==> config.mk <==
export PLATFORM = sky130hd
export DESIGN_NAME = signal_conflict_monitor
export DESIGN_NICKNAME = d
export VERILOG_FILES = /design/src/rtl/signal_conflict_monitor.sv
export SDC_FILE = /design/constraint.sdc
export NUM_CORES = 1
export LEC_CHECK = 0
export ABC_AREA = 1
export CAP_MARGIN = 15
export CORE_MARGIN = 4
export CORE_UTILIZATION = 45
export DETAILED_ROUTE_END_ITERATION = 7
export PLACE_DENSITY = 0.68
export SLEW_MARGIN = 5
export SYNTH_ARGS = -nofsm -noshare
export SYNTH_HDL_FRONTEND = slang
export SYNTH_SLANG_ARGS = --single-unit
==> constraint.sdc <==
create_clock -name clk -period 1.92 [get_ports clk]
set_input_delay 0.192 -clock clk [delete_from_list [all_inputs] [get_ports clk]]
set_output_delay 0.192 -clock clk [all_outputs]
set_load 0.02 [all_outputs]
==> src/rtl/signal_conflict_monitor.sv <==
// Safety stage between the traffic-light FSM and the lamp drivers: checks lamp vectors and forces flashing red on fault.
// Define SIGNAL_MON_SEQ_CHECK_EN to build the colour-sequence and short-yellow checks with their dwell counters.
module signal_conflict_monitor #(
    parameter int unsigned MIN_YELLOW = 4,
    parameter int unsigned FLASH_HALF = 8,
    parameter int unsigned CLR_HOLD   = 16
) (
    input  logic       clk,
    input  logic       reset,
    input  logic [2:0] light_north_south,
    input  logic [2:0] light_east_west,
    input  logic       fault_clear,
    output logic [2:0] lamp_ns,
    output logic [2:0] lamp_ew,
    output logic       fault,
    output logic [2:0] fault_code
);
    localparam int unsigned LAMP_W  = 3;
    localparam int unsigned CODE_W  = 3;
    localparam int unsigned FLASH_W = $clog2(2 * FLASH_HALF);
    localparam int unsigned CLR_W   = $clog2(CLR_HOLD + 1);

    localparam logic [LAMP_W-1:0] RED  = 3'b100;
    localparam logic [LAMP_W-1:0] YEL  = 3'b010;
    localparam logic [LAMP_W-1:0] GRN  = 3'b001;
    localparam logic [LAMP_W-1:0] DARK = 3'b000;

    localparam logic [CODE_W-1:0] CODE_NONE     = CODE_W'(0);
    localparam logic [CODE_W-1:0] CODE_ENC      = CODE_W'(1);
    localparam logic [CODE_W-1:0] CODE_CONFLICT = CODE_W'(2);
    localparam logic [CODE_W-1:0] CODE_SEQ      = CODE_W'(3);
    localparam logic [CODE_W-1:0] CODE_SHORT_Y  = CODE_W'(4);

    if (MIN_YELLOW == 0 || FLASH_HALF == 0 || CLR_HOLD == 0) begin : g_bad_cfg
        $error("signal_conflict_monitor: MIN_YELLOW, FLASH_HALF and CLR_HOLD must be non-zero");
    end

    typedef enum logic [1:0] {ST_INIT, ST_MONITOR, ST_FAULT, ST_CLEARING} state_t;

    state_t              state_q, state_n;
    logic [LAMP_W-1:0]   in_ns_q, in_ew_q;
    logic [LAMP_W-1:0]   lamp_ns_n, lamp_ew_n, flash_lamp;
    logic                fault_n;
    logic [CODE_W-1:0]   code_n, code_pick;
    logic [FLASH_W-1:0]  flash_q, flash_n, flash_adv;
    logic [CLR_W-1:0]    clr_q, clr_n;
    logic                enc_err, conf_err, seq_err, short_err, clean;

    function automatic logic is_legal(input logic [LAMP_W-1:0] v);
        return (v == RED) || (v == YEL) || (v == GRN);
    endfunction

    assign enc_err   = !is_legal(in_ns_q) || !is_legal(in_ew_q);
    assign conf_err  = (in_ns_q != RED) && (in_ew_q != RED);
    assign clean     = !enc_err && !conf_err;
    assign code_pick = enc_err  ? CODE_ENC :
                       conf_err ? CODE_CONFLICT :
                       seq_err  ? CODE_SEQ : CODE_SHORT_Y;

    // Flash phase for the cycle being registered; on phase occupies the first half of the period
    assign flash_adv  = (flash_q == FLASH_W'(2 * FLASH_HALF - 1)) ? '0 : flash_q + FLASH_W'(1);
    assign flash_lamp = (flash_adv < FLASH_W'(FLASH_HALF)) ? RED : DARK;

`ifdef SIGNAL_MON_SEQ_CHECK_EN
    localparam int unsigned DWELL_W = $clog2(MIN_YELLOW + 1);

    logic [LAMP_W-1:0]  prev_ns_q, prev_ew_q;
    logic [DWELL_W-1:0] dwell_ns_q, dwell_ew_q;
    logic               exempt_ns_q, exempt_ew_q;
    logic               restart;

    function automatic logic step_ok(input logic [LAMP_W-1:0] p, input logic [LAMP_W-1:0] c);
        return (p == c) || (p == GRN && c == YEL) || (p == YEL && c == RED) || (p == RED && c == GRN);
    endfunction

    function automatic logic [DWELL_W-1:0] dwell_next(input logic [LAMP_W-1:0] c,
                                                      input logic [DWELL_W-1:0] d);
        if (c != YEL) return '0;
        if (d == DWELL_W'(MIN_YELLOW)) return d;
        return d + DWELL_W'(1);
    endfunction

    assign restart   = (state_q == ST_CLEARING) && (state_n == ST_INIT);
    assign seq_err   = !step_ok(prev_ns_q, in_ns_q) || !step_ok(prev_ew_q, in_ew_q);
    assign short_err = (prev_ns_q == YEL && in_ns_q == RED && dwell_ns_q < DWELL_W'(MIN_YELLOW) && !exempt_ns_q) ||
                       (prev_ew_q == YEL && in_ew_q == RED && dwell_ew_q < DWELL_W'(MIN_YELLOW) && !exempt_ew_q);

    always_ff @(posedge clk) begin
        if (reset) begin
            prev_ns_q <= RED;
            prev_ew_q <= RED;
        end else begin
            prev_ns_q <= in_ns_q;
            prev_ew_q <= in_ew_q;
        end
    end

    // A yellow already showing during INIT is exempt until that approach leaves yellow
    always_ff @(posedge clk) begin
        if (reset || restart) begin
            dwell_ns_q  <= '0;
            dwell_ew_q  <= '0;
            exempt_ns_q <= 1'b0;
            exempt_ew_q <= 1'b0;
        end else begin
            dwell_ns_q  <= dwell_next(in_ns_q, dwell_ns_q);
            dwell_ew_q  <= dwell_next(in_ew_q, dwell_ew_q);
            exempt_ns_q <= (in_ns_q == YEL) && (exempt_ns_q || state_q == ST_INIT);
            exempt_ew_q <= (in_ew_q == YEL) && (exempt_ew_q || state_q == ST_INIT);
        end
    end
`else
    assign seq_err   = 1'b0;
    assign short_err = 1'b0;
`endif

    always_ff @(posedge clk) begin
        if (reset) state_q <= ST_INIT;
        else       state_q <= state_n;
    end

    always_comb begin
        state_n   = state_q;
        lamp_ns_n = lamp_ns;
        lamp_ew_n = lamp_ew;
        fault_n   = fault;
        code_n    = fault_code;
        flash_n   = flash_q;
        clr_n     = clr_q;
        case (state_q)
            ST_INIT: begin
                lamp_ns_n = RED;
                lamp_ew_n = RED;
                if (!clean) begin
                    state_n = ST_FAULT;
                    fault_n = 1'b1;
                    code_n  = code_pick;
                    flash_n = '0;
                end else begin
                    state_n = ST_MONITOR;
                end
            end
            ST_MONITOR: begin
                if (!clean || seq_err || short_err) begin
                    state_n   = ST_FAULT;
                    fault_n   = 1'b1;
                    code_n    = code_pick;
                    flash_n   = '0;
                    lamp_ns_n = RED;
                    lamp_ew_n = RED;
                end else begin
                    lamp_ns_n = in_ns_q;
                    lamp_ew_n = in_ew_q;
                end
            end
            ST_FAULT: begin
                flash_n   = flash_adv;
                lamp_ns_n = flash_lamp;
                lamp_ew_n = flash_lamp;
                if (fault_clear) begin
                    state_n = ST_CLEARING;
                    clr_n   = '0;
                end
            end
            ST_CLEARING: begin
                flash_n   = flash_adv;
                lamp_ns_n = flash_lamp;
                lamp_ew_n = flash_lamp;
                if (!clean) begin
                    clr_n = '0;
                end else if (clr_q == CLR_W'(CLR_HOLD - 1)) begin
                    state_n   = ST_INIT;
                    fault_n   = 1'b0;
                    code_n    = CODE_NONE;
                    clr_n     = '0;
                    flash_n   = '0;
                    lamp_ns_n = RED;
                    lamp_ew_n = RED;
                end else begin
                    clr_n = clr_q + CLR_W'(1);
                end
            end
            default: state_n = ST_INIT;
        endcase
    end

    always_ff @(posedge clk) begin
        if (reset) begin
            in_ns_q    <= RED;
            in_ew_q    <= RED;
            lamp_ns    <= RED;
            lamp_ew    <= RED;
            fault      <= 1'b0;
            fault_code <= CODE_NONE;
            flash_q    <= '0;
            clr_q      <= '0;
        end else begin
            in_ns_q    <= light_north_south;
            in_ew_q    <= light_east_west;
            lamp_ns    <= lamp_ns_n;
            lamp_ew    <= lamp_ew_n;
            fault      <= fault_n;
            fault_code <= code_n;
            flash_q    <= flash_n;
            clr_q      <= clr_n;
        end
    end

endmodule

; ---- Yosys cells after proc, flatten, opt, wreduce, memory -nomap -nowiden
; Cells that the tools add are included.
; Widths: inputs -> output; s select.
[totals]
register_bits = 27
output_inout_bits = 10
[classes]
addsub = 2
n_lt_le_gt_ge = 1
n_eq_ne = 18
mux = 32
n_reduce_logical = 18
[op_table]
columns = cell, count
row1 = $mux 3, 10
row2 = $pmux 3 s4, 2
row3 = $mux 4, 4
row4 = $mux 5, 3
row5 = $pmux 4 s3, 1
row6 = $mux 2, 5
row7 = $ne 2x2->1 const B, 5
row8 = $pmux 5 s2, 1
row9 = $pmux 2 s4, 1
row10 = $reduce_and 4->1, 2
row11 = $eq 3x1->1 const B, 2
row12 = $eq 3x2->1 const B, 2
row13 = $eq 3x3->1 const B, 2
row14 = $ne 3x3->1 const B, 2
row15 = $pmux 3 s2, 1
row16 = $add 5x1->5 const B, 1
row17 = $eq 5x4->1 const B, 1
row18 = $logic_or 1x1->1, 5
row19 = $add 4x1->4 const B, 1
row20 = $eq 2x2->1 const B, 2
row21 = $eq 4x4->1 const B, 1
row22 = $logic_not 1->1, 4
row23 = $lt 4x4->1 const B, 1
row24 = $reduce_bool 2->1, 2
row25 = other kinds (7), 10

; ---- Logic depth before layout (Yosys ltp)
; Gate-level depths: netlist (run 1).
[depth]
ltp_word = 9
depth_mapped = 11

; ---- Worst setup path after synthesis (run 1)
; Ideal clock, no wire load.
[synth_timing]
path_kind = register to register
from = reg state_q[0]
to = reg clr_q[3]
setup_time_ns = 0.072
t_arrival_ns = 1.325
required_ns = 1.848
path_slack_ns = 0.523
stages_incl_launch_ff = 10
n_path_buf = 0
synth_period_minus_slack_ns = 1.397
cell_sequence = dfxtp_1 -> inv_1 -> ha_1 -> inv_1 -> nor2_1 -> a21oi_2 -> inv_2 -> nor2_1 -> nand2_1 -> a21oi_1
[synth_via]
elab_chain_cells = 3
elab_cells_between_ends = 6
[synth_rtl]
columns = element, line
row1 = from (decl), 40  ; state_t state_q, state_n;
row2 = from (signal assigned), 119  ; else state_q <= state_n;
row3 = $eq 2x2->1, 130  ; case (state_q)
row4 = $ne 2x2->1 (no line) / $reduce_bool 2->1 (equally long branches), n/a
row5 = $reduce_and 2->1 (no line), n/a
row6 = to (signal assigned), 205  ; clr_q <= clr_n;
row7 = to (decl), 46  ; logic [CLR_W-1:0] clr_q, clr_n;
; Several ways; a longest one is shown, not always the timed one.
; A chain may end at the register's enable or synchronous reset.

; ---- Final worst setup path (run 1)
; Ends and elaborated chain as after synthesis.

==> results of run 1 <==
-- layer usage --
layer / up-vias / track usage, %
li1: 608 / -
met1: 521 / 19.1
met2: 23 / 24.8
met3: 4 / 2.70
met4: 0 / 4.13
met5: - / 0
-- final timing paths --
check	slack (ns)	endpoint	start	cells after the start
max	0.28	clr_q[3]	state_q[0]	9
min	0.36	in_ew_q[0]	light_east_west[0]	3
max reg2reg	0.28	clr_q[3]	state_q[0]	9
min reg2reg	0.47	clr_q[4]	clr_q[4]	2
-- critical path, delay by kind of cell (launching register included) --
family	cells	cell delay [ns]
flip-flops	1	0.44
adder cells (fa/ha/maj)	1	0.21
buffers and inverters	3	0.33
AO/OA/AOI/OAI	2	0.34
AND/OR/NAND/NOR	3	0.26
-- state kept, by name (all words and copies together), names as in the netlist --
signal	cells
lamp_ns	3
flash_q	4
fault	1
fault_code	3
clr_q	5
state_q	2
lamp_ew	3
in_ew_q	3
in_ns_q	3
-- synthesized netlist by cell type --
library cell and instances:
nand2_4 3, nand2_2 4, nor3_1 5, a31oi_1 1
a21oi_1 14, nand4_4 1, clkbuf_1 1, inv_1 16
nand3_4 1, or2_2 2, inv_2 8, ha_1 7
a21oi_2 5, o21ai_0 4, nor2_1 20, o21bai_1 1
xor2_1 1, nand2_1 35, nand3_2 4, nand3_1 8
nor2_4 2, dfxtp_1 27, nand4_1 1, o21ai_1 4
-- stage by stage --
stage               worst slack (ns)  instance area, sq um  cells  utilization [%]
finish                         0.276                  1600    228             57.0
detailed placement             0.331                  1570    224             56.0
CTS                            0.299                  1600    228             57.0
global route                  0.0791                  1600    228             57.0
floorplan                      0.523                  1350    175                -
global placement               0.446                  1570    224             56.0
-- power by group through the flow --
stage,clock (mW),combinational (mW),sequential [mW]
6_report,0.255,0.702,0.690
5_1_grt,0.277,0.793,0.701
4_1_cts,0.255,0.702,0.690
3_5_place_dp,0,0.701,0.703
3_3_place_gp,0,0.677,0.699
2_1_floorplan,0,0.457,0.744
-- area by class of cell --
cell class | count | area, sq um
repair buffers | 19 | 188
clock buffers | 4 | 26.3
well taps | 31 | 38.8
flip-flops and latches | 27 | 541
multi-input cells | 123 | 714
inverters | 24 | 90.1
fillers | 257 | 1210
-- cells by family after synthesis --
| logic type | after synthesis | share of synthesized area (%) |
|---|---|---|
| buf+inv | 25 | 6.96 |
| flops | 27 | 40.1 |
| simple gates | 86 | 33.4 |
| xor+xnor | 1 | 0.649 |
| compound gates | 29 | 12.4 |
| fa+ha+maj | 7 | 6.49 |
==> reports/metrics.yaml, run 1 <==
outcome:
  outcome: "finished, final reports clean"
clock_network:
  clock-root-buffer: "clkbuf_4"
  hold_buffers: 0
  cts_setup_buffers: 0
  cts_sinks: 27
  clk_pin_slew_worst_paths_ns: 0.15
  ctsHtreeMaxLevel: 1
  clkLatencyLatePin_ns: 0.33
  tritoncts: "built"
  cts.repair.resized: 0
  cts_made_buffers: 3
  ctsLongestPathBuffers: 2
drt:
  route.vias.total: 1156
  highest-signal-layer: "met4"
  drtAntennaViolNets: 0
  wire_per_inst_microns: 11.8
  m1WireLength_mm: 1.31
  drtPass1Iterations: 4
  detail_route.drc_violations: 0
  met2WireLength_mm: 1.27
  routed_wirelength_mm: 2.70
  dr.first_iter.drc_count: 59
  routed-wl-met3_microns: 93
  vias_per_cell: 5.07
logic_synthesis:
  synth.distinct_cells: 24
  postSynthRegisterBits: 27
  synth.yosys.seq_area_share_pct: 40.1
  ys.warnings.count: 0
  post_synth_main_area_contributors: "dfxtp_1, nand2_1, ha_1"
  synth_area_per_cell_sq_um: 7.71
  synthesis.instances: 175
  syn_area_sq_um: 1350
  synth.net_count: 191
  top_cell_type_s_share_of_synthesized_area_pct: 40.1
  netlist.top_cell.by_area: "dfxtp_1"
sta:
  achievable_frequency_ghz: 0.608
  report.final.setup_viol: 0
  setup_total_negative_slack_ns: 0
  finalClockSkew_ns: 0.00816
  drv_slew: 0
  timing.final.crit_period_ns: 1.64
  worstMarginPinSlew_ns: 0.358
  final.period_utilization_pct: 85.6
  setup_repair_after_global_routing_missed_its_margin: "no"
  timing.final.hold_violations: 0
  slew_hr_pct: 76.1
  hold_ws_ns: 0.356
global_route:
  grt_pass1_vias: 1084
  congestion_overflow_gr: 0
  antenna_found_initial: 0
  grt.total_usage_pct: 14.7
  first_pass_grt_wire_length_mm: 4.78
  grt_max_degree: 15
floorplanning:
  fp-row-count: 19
  design.portCount: 19
  core_area_sq_um: 2810
  design.die.area_sq_um: 3940
  initial_cell_density_of_the_core_pct: 48.1
  die_width_microns: 62.7
  fp.dieH_microns: 62.7
pwr:
  p_comb_share_pct: 42.6
  total_power_mw: 1.65
  power_leakage_nw: 0.677
  max_vdd_drop_mv: 0.550
  power_frac_seq_pct: 41.9
  netSwitchingPower_mw: 0.662
  p_sw_share_pct: 40.2
  power.density_cell_area_nw_per_um2: 1030
  power.internal_mw: 0.984
  clock_network_fraction_of_total_power_pct: 15.5
layout:
  layout_commonest_cell: "nand2_1"
  final_stage_net_count: 214
  drive_above_1_share_pct: 17.3
  antenna-diode-count: 0
  area_delta_synth_final_pct: 18.5
  most-common-layout-cells: "nand2_1, dfxtp_1, nor2_1, clkdlybuf4s50_1, inv_1"
placement:
  dp_hpwl_mm: 2.12
  buffer_ports.inserted: 18
  place_congestion: 0.894
hold_path:
  min-delay-path-class: "in -> reg"
critical_path:
  start_kind: "flip-flop"
  critical_path.max_stage_delay_ns: 0.44
  cp_max_fo: 5
  critical_path_class: "reg -> reg"
  crit_chain: "inv_1 > ha_1 > inv_1 > nor2_1 > a21oi_2 > inv_2 > nor2_1 > nand2_1 > a21oi_1"
  cp_arrival_ns: 1.91
  data_required_time_of_the_worst_path_ns: 2.19
  critPathCaptureType: "flip-flop"
  slowest_library_cell_on_the_worst_path: "dfxtp_1"
flow_run:
  timing.max_cap.violations: 0
Note: power is estimated with default switching activity, not from simulation.
==> run 2, diff against run 1 <==
- GPL_ROUTABILITY_DRIVEN: default -> 0
==> results of run 2 <==
Same layout as run 1: the final DEF is identical, and so are final timing and power.
